File: config.mk
export PLATFORM = sky130hd
export DESIGN_NAME = uart_xcvr
export DESIGN_NICKNAME = d
export VERILOG_FILES = /design/src/rtl/uart_xcvr.sv
export SDC_FILE = /design/constraint.sdc
export NUM_CORES = 1
export LEC_CHECK = 0
export CAP_MARGIN = 20
export CORE_MARGIN = 2
export CORE_UTILIZATION = 50
export DETAILED_ROUTE_END_ITERATION = 8
export HOLD_SLACK_MARGIN = 0.15
export PLACE_DENSITY = 0.7
export RECOVER_POWER = 50
export SLEW_MARGIN = 20
export SYNTH_ARGS = -nofsm -noshare
export SYNTH_HDL_FRONTEND = slang
export SYNTH_SLANG_ARGS = --single-unit
File: constraint.sdc
create_clock -name CLK -period 2.35 [get_ports CLK]
set_input_delay 0.705 -clock CLK [delete_from_list [all_inputs] [get_ports CLK]]
set_output_delay 0.705 -clock CLK [all_outputs]
set_load 0.02 [all_outputs]
File: src/rtl/uart_xcvr.sv
// rtl/uart_xcvr.sv - parametrised full-duplex UART transceiver with voted RX sampling
// Defining UART_PARITY_EN adds a parity bit to both directions (PARITY_ODD selects odd parity).
module uart_xcvr #(
    parameter int CLK_HZ     = 100000000,
    parameter int BAUD       = 115200,
    parameter int OVERSAMPLE = 16,
    parameter int DATA_BITS  = 8,
    parameter int STOP_BITS  = 1
`ifdef UART_PARITY_EN
    ,
    parameter bit PARITY_ODD = 1'b0
`endif
) (
    input  logic                 CLK,
    input  logic                 rst,
    input  logic                 RX,
    output logic                 TX,
    output logic [DATA_BITS-1:0] rx_data,
    output logic                 rx_valid,
    output logic                 rx_frame_err,
    output logic                 rx_parity_err,
    input  logic [DATA_BITS-1:0] tx_data,
    input  logic                 tx_valid,
    output logic                 tx_ready,
    output logic                 tx_busy
);
    localparam int DIV      = CLK_HZ / (BAUD * OVERSAMPLE);
    localparam int BIT_CLKS = DIV * OVERSAMPLE;
    localparam int DW       = (DIV > 1) ? $clog2(DIV) : 1;
    localparam int SW       = $clog2(OVERSAMPLE);
    localparam int BW       = $clog2(BIT_CLKS);
    localparam int NW       = $clog2(DATA_BITS + STOP_BITS + 1);

    localparam logic [SW-1:0] S_VA  = SW'(OVERSAMPLE / 2 - 1);
    localparam logic [SW-1:0] S_VB  = SW'(OVERSAMPLE / 2);
    localparam logic [SW-1:0] S_VC  = SW'(OVERSAMPLE / 2 + 1);
    localparam logic [SW-1:0] S_END = SW'(OVERSAMPLE - 1);

    localparam logic [2:0] ST_IDLE  = 3'd0;
    localparam logic [2:0] ST_START = 3'd1;
    localparam logic [2:0] ST_DATA  = 3'd2;
    localparam logic [2:0] ST_STOP  = 3'd4;
`ifdef UART_PARITY_EN
    localparam logic [2:0] ST_PARITY = 3'd3;
    localparam logic [2:0] ST_AFTER_DATA = ST_PARITY;
`else
    localparam logic [2:0] ST_AFTER_DATA = ST_STOP;
`endif

    generate
        if (DIV < 1 || OVERSAMPLE < 8 || (OVERSAMPLE % 2) != 0) begin : g_param_check
            $error("uart_xcvr: need CLK_HZ/(BAUD*OVERSAMPLE) >= 1 and even OVERSAMPLE >= 8");
        end
    endgenerate

    // ---------------- receiver ----------------
    logic                 rx_s1, rx_s2, rx_prev;
    logic [2:0]           rx_state;
    logic [DW-1:0]        rx_div;
    logic [SW-1:0]        rx_samp;
    logic [NW-1:0]        rx_bit;
    logic [1:0]           rx_votes;
    logic [DATA_BITS-1:0] rx_shift;
    logic                 rx_tick, rx_vote_now, rx_bit_end, rx_bit_val;

    assign rx_tick     = (rx_div == DW'(DIV - 1));
    assign rx_vote_now = rx_tick && (rx_samp == S_VC);
    assign rx_bit_end  = rx_tick && (rx_samp == S_END);
    // third vote is the live synchronised sample taken on the rx_vote_now cycle
    assign rx_bit_val  = (rx_votes[0] & rx_votes[1]) | (rx_votes[0] & rx_s2) | (rx_votes[1] & rx_s2);

    always_ff @(posedge CLK) begin
        if (rst) begin
            rx_s1        <= 1'b1;
            rx_s2        <= 1'b1;
            rx_prev      <= 1'b1;
            rx_state     <= ST_IDLE;
            rx_div       <= '0;
            rx_samp      <= '0;
            rx_bit       <= '0;
            rx_votes     <= '0;
            rx_shift     <= '0;
            rx_data      <= '0;
            rx_valid     <= 1'b0;
            rx_frame_err <= 1'b0;
        end else begin
            rx_s1        <= RX;
            rx_s2        <= rx_s1;
            rx_prev      <= rx_s2;
            rx_valid     <= 1'b0;
            rx_frame_err <= 1'b0;
            if (rx_state == ST_IDLE) begin
                rx_div  <= '0;
                rx_samp <= '0;
                rx_bit  <= '0;
                if (rx_prev && !rx_s2) rx_state <= ST_START;
            end else begin
                rx_div <= rx_tick ? '0 : rx_div + DW'(1);
                if (rx_tick) rx_samp <= rx_bit_end ? '0 : rx_samp + SW'(1);
                if (rx_tick && rx_samp == S_VA) rx_votes[0] <= rx_s2;
                if (rx_tick && rx_samp == S_VB) rx_votes[1] <= rx_s2;
                case (rx_state)
                    ST_START: begin
                        if (rx_tick && rx_samp == S_VB && rx_s2) rx_state <= ST_IDLE;
                        else if (rx_bit_end)                     rx_state <= ST_DATA;
                    end
                    ST_DATA: begin
                        if (rx_vote_now) rx_shift <= {rx_bit_val, rx_shift[DATA_BITS-1:1]};
                        if (rx_bit_end) begin
                            if (rx_bit == NW'(DATA_BITS - 1)) begin
                                rx_bit   <= '0;
                                rx_state <= ST_AFTER_DATA;
                            end else begin
                                rx_bit <= rx_bit + NW'(1);
                            end
                        end
                    end
`ifdef UART_PARITY_EN
                    ST_PARITY: begin
                        if (rx_bit_end) rx_state <= ST_STOP;
                    end
`endif
                    ST_STOP: begin
                        // leave at mid stop bit so a following start edge is not missed
                        if (rx_vote_now) begin
                            rx_state <= ST_IDLE;
                            if (rx_bit_val) begin
                                rx_data  <= rx_shift;
                                rx_valid <= 1'b1;
                            end else begin
                                rx_frame_err <= 1'b1;
                            end
                        end
                    end
                    default: rx_state <= ST_IDLE;
                endcase
            end
        end
    end

`ifdef UART_PARITY_EN
    logic rx_par_bad;

    always_ff @(posedge CLK) begin
        if (rst) begin
            rx_par_bad    <= 1'b0;
            rx_parity_err <= 1'b0;
        end else begin
            rx_parity_err <= 1'b0;
            if (rx_state == ST_PARITY && rx_vote_now)
                rx_par_bad <= rx_bit_val ^ (^rx_shift) ^ PARITY_ODD;
            if (rx_state == ST_STOP && rx_vote_now)
                rx_parity_err <= rx_par_bad;
        end
    end
`else
    assign rx_parity_err = 1'b0;
`endif

    // ---------------- transmitter ----------------
    logic [2:0]           tx_state;
    logic [BW-1:0]        tx_cnt;
    logic [NW-1:0]        tx_bit;
    logic [DATA_BITS-1:0] tx_shift;
    logic                 tx_bit_end;
`ifdef UART_PARITY_EN
    logic                 tx_par;
`endif

    assign tx_bit_end = (tx_cnt == BW'(BIT_CLKS - 1));
    assign tx_busy    = ~tx_ready;

    always_ff @(posedge CLK) begin
        if (rst) begin
            TX       <= 1'b1;
            tx_ready <= 1'b1;
            tx_state <= ST_IDLE;
            tx_cnt   <= '0;
            tx_bit   <= '0;
            tx_shift <= '0;
`ifdef UART_PARITY_EN
            tx_par   <= 1'b0;
`endif
        end else if (tx_state == ST_IDLE) begin
            tx_cnt <= '0;
            tx_bit <= '0;
            if (tx_valid) begin
                tx_shift <= tx_data;
`ifdef UART_PARITY_EN
                tx_par   <= (^tx_data) ^ PARITY_ODD;
`endif
                tx_state <= ST_START;
                tx_ready <= 1'b0;
                TX       <= 1'b0;
            end
        end else begin
            tx_cnt <= tx_bit_end ? '0 : tx_cnt + BW'(1);
            if (tx_bit_end) begin
                case (tx_state)
                    ST_START: begin
                        TX       <= tx_shift[0];
                        tx_state <= ST_DATA;
                    end
                    ST_DATA: begin
                        if (tx_bit == NW'(DATA_BITS - 1)) begin
                            tx_bit   <= '0;
                            tx_state <= ST_AFTER_DATA;
`ifdef UART_PARITY_EN
                            TX       <= tx_par;
`else
                            TX       <= 1'b1;
`endif
                        end else begin
                            tx_bit   <= tx_bit + NW'(1);
                            TX       <= tx_shift[1];
                            tx_shift <= tx_shift >> 1;
                        end
                    end
`ifdef UART_PARITY_EN
                    ST_PARITY: begin
                        TX       <= 1'b1;
                        tx_state <= ST_STOP;
                    end
`endif
                    ST_STOP: begin
                        if (tx_bit == NW'(STOP_BITS - 1)) begin
                            tx_bit   <= '0;
                            tx_state <= ST_IDLE;
                            tx_ready <= 1'b1;
                        end else begin
                            tx_bit <= tx_bit + NW'(1);
                        end
                    end
                    default: begin
                        TX       <= 1'b1;
                        tx_ready <= 1'b1;
                        tx_state <= ST_IDLE;
                    end
                endcase
            end
        end
    end
endmodule

==> results.toml <==
[place]
dp_cells = 453
portBuffers = 24
dp_hpwl_um = 4290
gp_congestion = 0.808
placedInstanceArea_um2 = 3560

[yosys]
synthArstFlopShare_pct = 0
ys_seq_area_share_pct = 41.8
yosys.area_share.simple_pct = 25.0
synthMuxAreaShare_pct = 9.09
ys_warn_count = 0
synth_area_um2 = 3210
synth_xor_area_share_pct = 3.82
synth_edf_count = 0
synth_top_family_by_area = "simple AND/OR/NAND/NOR gates"
synth_flop_cell = "dfxtp_1"
synth_area_per_cell_um2 = 9.01
ys_seq_elements = 67
synthAdderAreaFrac_pct = 3.82
synth_compound_area_share_pct = 12.1
syn_nets = 377
synth_cell_type_count = 56
syn_inst = 356

[cts]
insertion_delay_ns = 0.35
clockBufferDepth = 2
h-tree-depth = 3
clkSlewWorstSetupHoldPaths_ns = 0.07
clock_sinks = 67
cts_tree = "yes"
post_cts_buffers = 0
cts_buffers = 9
postCtsResizedCells = 0
hold_buffers = 0
cts_root_buffer = "clkbuf_8"

[final_layout]
design_area_um2 = 3730
nets = 408
final_common_cell = "dfxtp_1"
syn_to_final_growth_pct = 16.2
drive_gt1_share_pct = 12.0
antenna_cells = 0
final_cells = 469
final_cell_mix = "dfxtp_1 (67), nor2_1 (45), mux2i_1 (28)"

[power]
p_clk_share_pct = 34.9
power.internal_mw = 1.77
power_density_nw_per_um2 = 678
seqPwrFrac_pct = 49.4
irDropWorstVdd_mv = 0.450
p_leak_nw = 1.34
switchingPower_uw = 753
power_frac_comb_pct = 15.7
p_sw_share_pct = 29.8
total_power_mw = 2.53

[die]
initial_core_util_pct = 51.1
rows = 29
die_h_um = 84.1
fp.dieW_um = 84.1
coreArea_um2 = 6280
dieArea_um2 = 7070
ios = 26

[sta]
report.final.setup_viol = 0
hold_viol_final = 0
holdWs_ns = 0.441
fmax_ghz = 0.467
worst_slew_pin_slew_ns = 0.916
timing.final.crit_share_pct = 91.0
drv_slew = 0
skew_ns = 0.00942
min_period_ns = 2.14
rsz0062_at_grt = "false"
finalSetupTns_ns = 0
max_slew_margin_pct = 38.9

[global_route]
grt_pass1_vias = 2385
gr-total-overflow = 0
grt_pass1_wl_um = 10700
track_usage_pct = 18.6
antenna_found_initial = 0
grt_max_degree = 25

[setup_path]
reg2reg_setup_slack_ns = 0.21
worstSetupPathType = "flop to flop"
cp.arrival_ns = 2.40
worstReg2RegStart = "tx_cnt[0]"
cp.required_ns = 2.61
crit_start = "tx_cnt[0]"
critPathMaxFanout = 9
cp-end-kind = "flop"
worstSetupStartpointType = "flop"

[detailed_routing]
via_count = 2620
dr.pass1.iters = 4
ant_nets = 0
via_per_inst = 5.59
drtIter0Drc = 148
drc = 0
routedWlPerCell_um = 12.9
drt_wl_total_um = 6060

[min_path]
worstHoldPathType = "flop to flop"
hold_start = "rx_s1"

[status]
status = "completed"

[flow_run]
timing.max_cap.violations = 0
-- final cells by class --
cell class | instances | area (µm²)
clock buffer | 10 | 138
clock inverter | 6 | 46.3
fill | 555 | 2550
inverter | 15 | 56.3
multi-input combinational | 257 | 1730
sequential | 67 | 1340
tap | 77 | 96.3
timing repair buffer | 37 | 317
-- layer usage --
layer  GRT usage, %  wire, µm
met5              0         0
met4           7.48        87
met3           5.24       311
met2           27.8      2640
met1           25.1      3020
-- final timing paths --
path / to / depth (start not counted)
min: rx_s2 / 1
max: tx_shift[6] / 5
max reg2reg: tx_shift[6] / 5
min reg2reg: rx_s2 / 1
-- per-stage QoR --
stage / worst slack, ns / util (%)
2_1_floorplan: 0.291 / -
3_3_place_gp: 0.263 / 56.7
3_5_place_dp: 0.225 / 56.7
4_1_cts: 0.215 / 59.6
5_1_grt: 0.0454 / 59.4
6_report: 0.211 / 59.4
-- synthesized netlist by cell type, types with 3 or more instances --
cell type / count / share of area (%)
ha_1: 9 / 3.5
or3_1: 3 / 0.59
inv_1: 15 / 1.8
and3_1: 3 / 0.59
clkbuf_1: 10 / 1.2
nand4_1: 6 / 1.2
nand2b_1: 5 / 0.98
o21ai_0: 6 / 0.94
a211oi_2: 7 / 2.7
nor2_1: 45 / 5.3
a21oi_1: 16 / 2.5
nor3_1: 11 / 1.7
nor4_1: 4 / 0.78
o31ai_1: 4 / 0.94
xor2_1: 6 / 1.6
dfxtp_1: 67 / 42
nor3b_1: 5 / 1.2
or2_2: 7 / 1.4
mux2i_1: 28 / 8.7
nand2_1: 27 / 3.2
nand3_1: 15 / 2.3
xnor2_1: 8 / 2.2
nand3b_1: 5 / 1.2
buf_1: 3 / 0.35
a31oi_1: 3 / 0.59
-- power by group through the flow --
stage,combinational [mW],clock (mW),sequential [mW]
after floorplan,0.280,0,1.26
after global placement,0.393,0,1.27
after detailed placement,0.400,0,1.27
after CTS,0.400,0.909,1.25
after global routing,0.447,0.956,1.26
final,0.396,0.883,1.25
-- sequential cells by signal (all words and copies together), names as in the netlist --
name and cells:
rx_s1 1, rx_bit 4, tx_shift 8, rx_samp 4, rx_state 3, rx_s2 1
rx_shift 8, tx_ready 1, rx_div 6, TX 1, rx_data 8, tx_cnt 10
rx_valid 1, tx_bit 4, tx_state 3, rx_frame_err 1, rx_prev 1, rx_votes 2
-- logic make-up after synthesis --
family | Yosys count
buffers and inverters | 32
flip-flops | 67
XOR/XNOR | 14
AO/OA/AOI/OAI | 52
multiplexers | 29
adder cells (fa/ha/maj) | 10
other | 1
AND/OR/NAND/NOR | 151
-- worst max-delay path, cell delays in order, from the launching register on --
cell,delay [ns]
dfxtp_1,0.37
ha_1,0.24
nand4_1,0.18
or4_4,0.63
a211o_4,0.43
a211oi_2,0.22
Note: power is estimated with default switching activity, not from simulation.
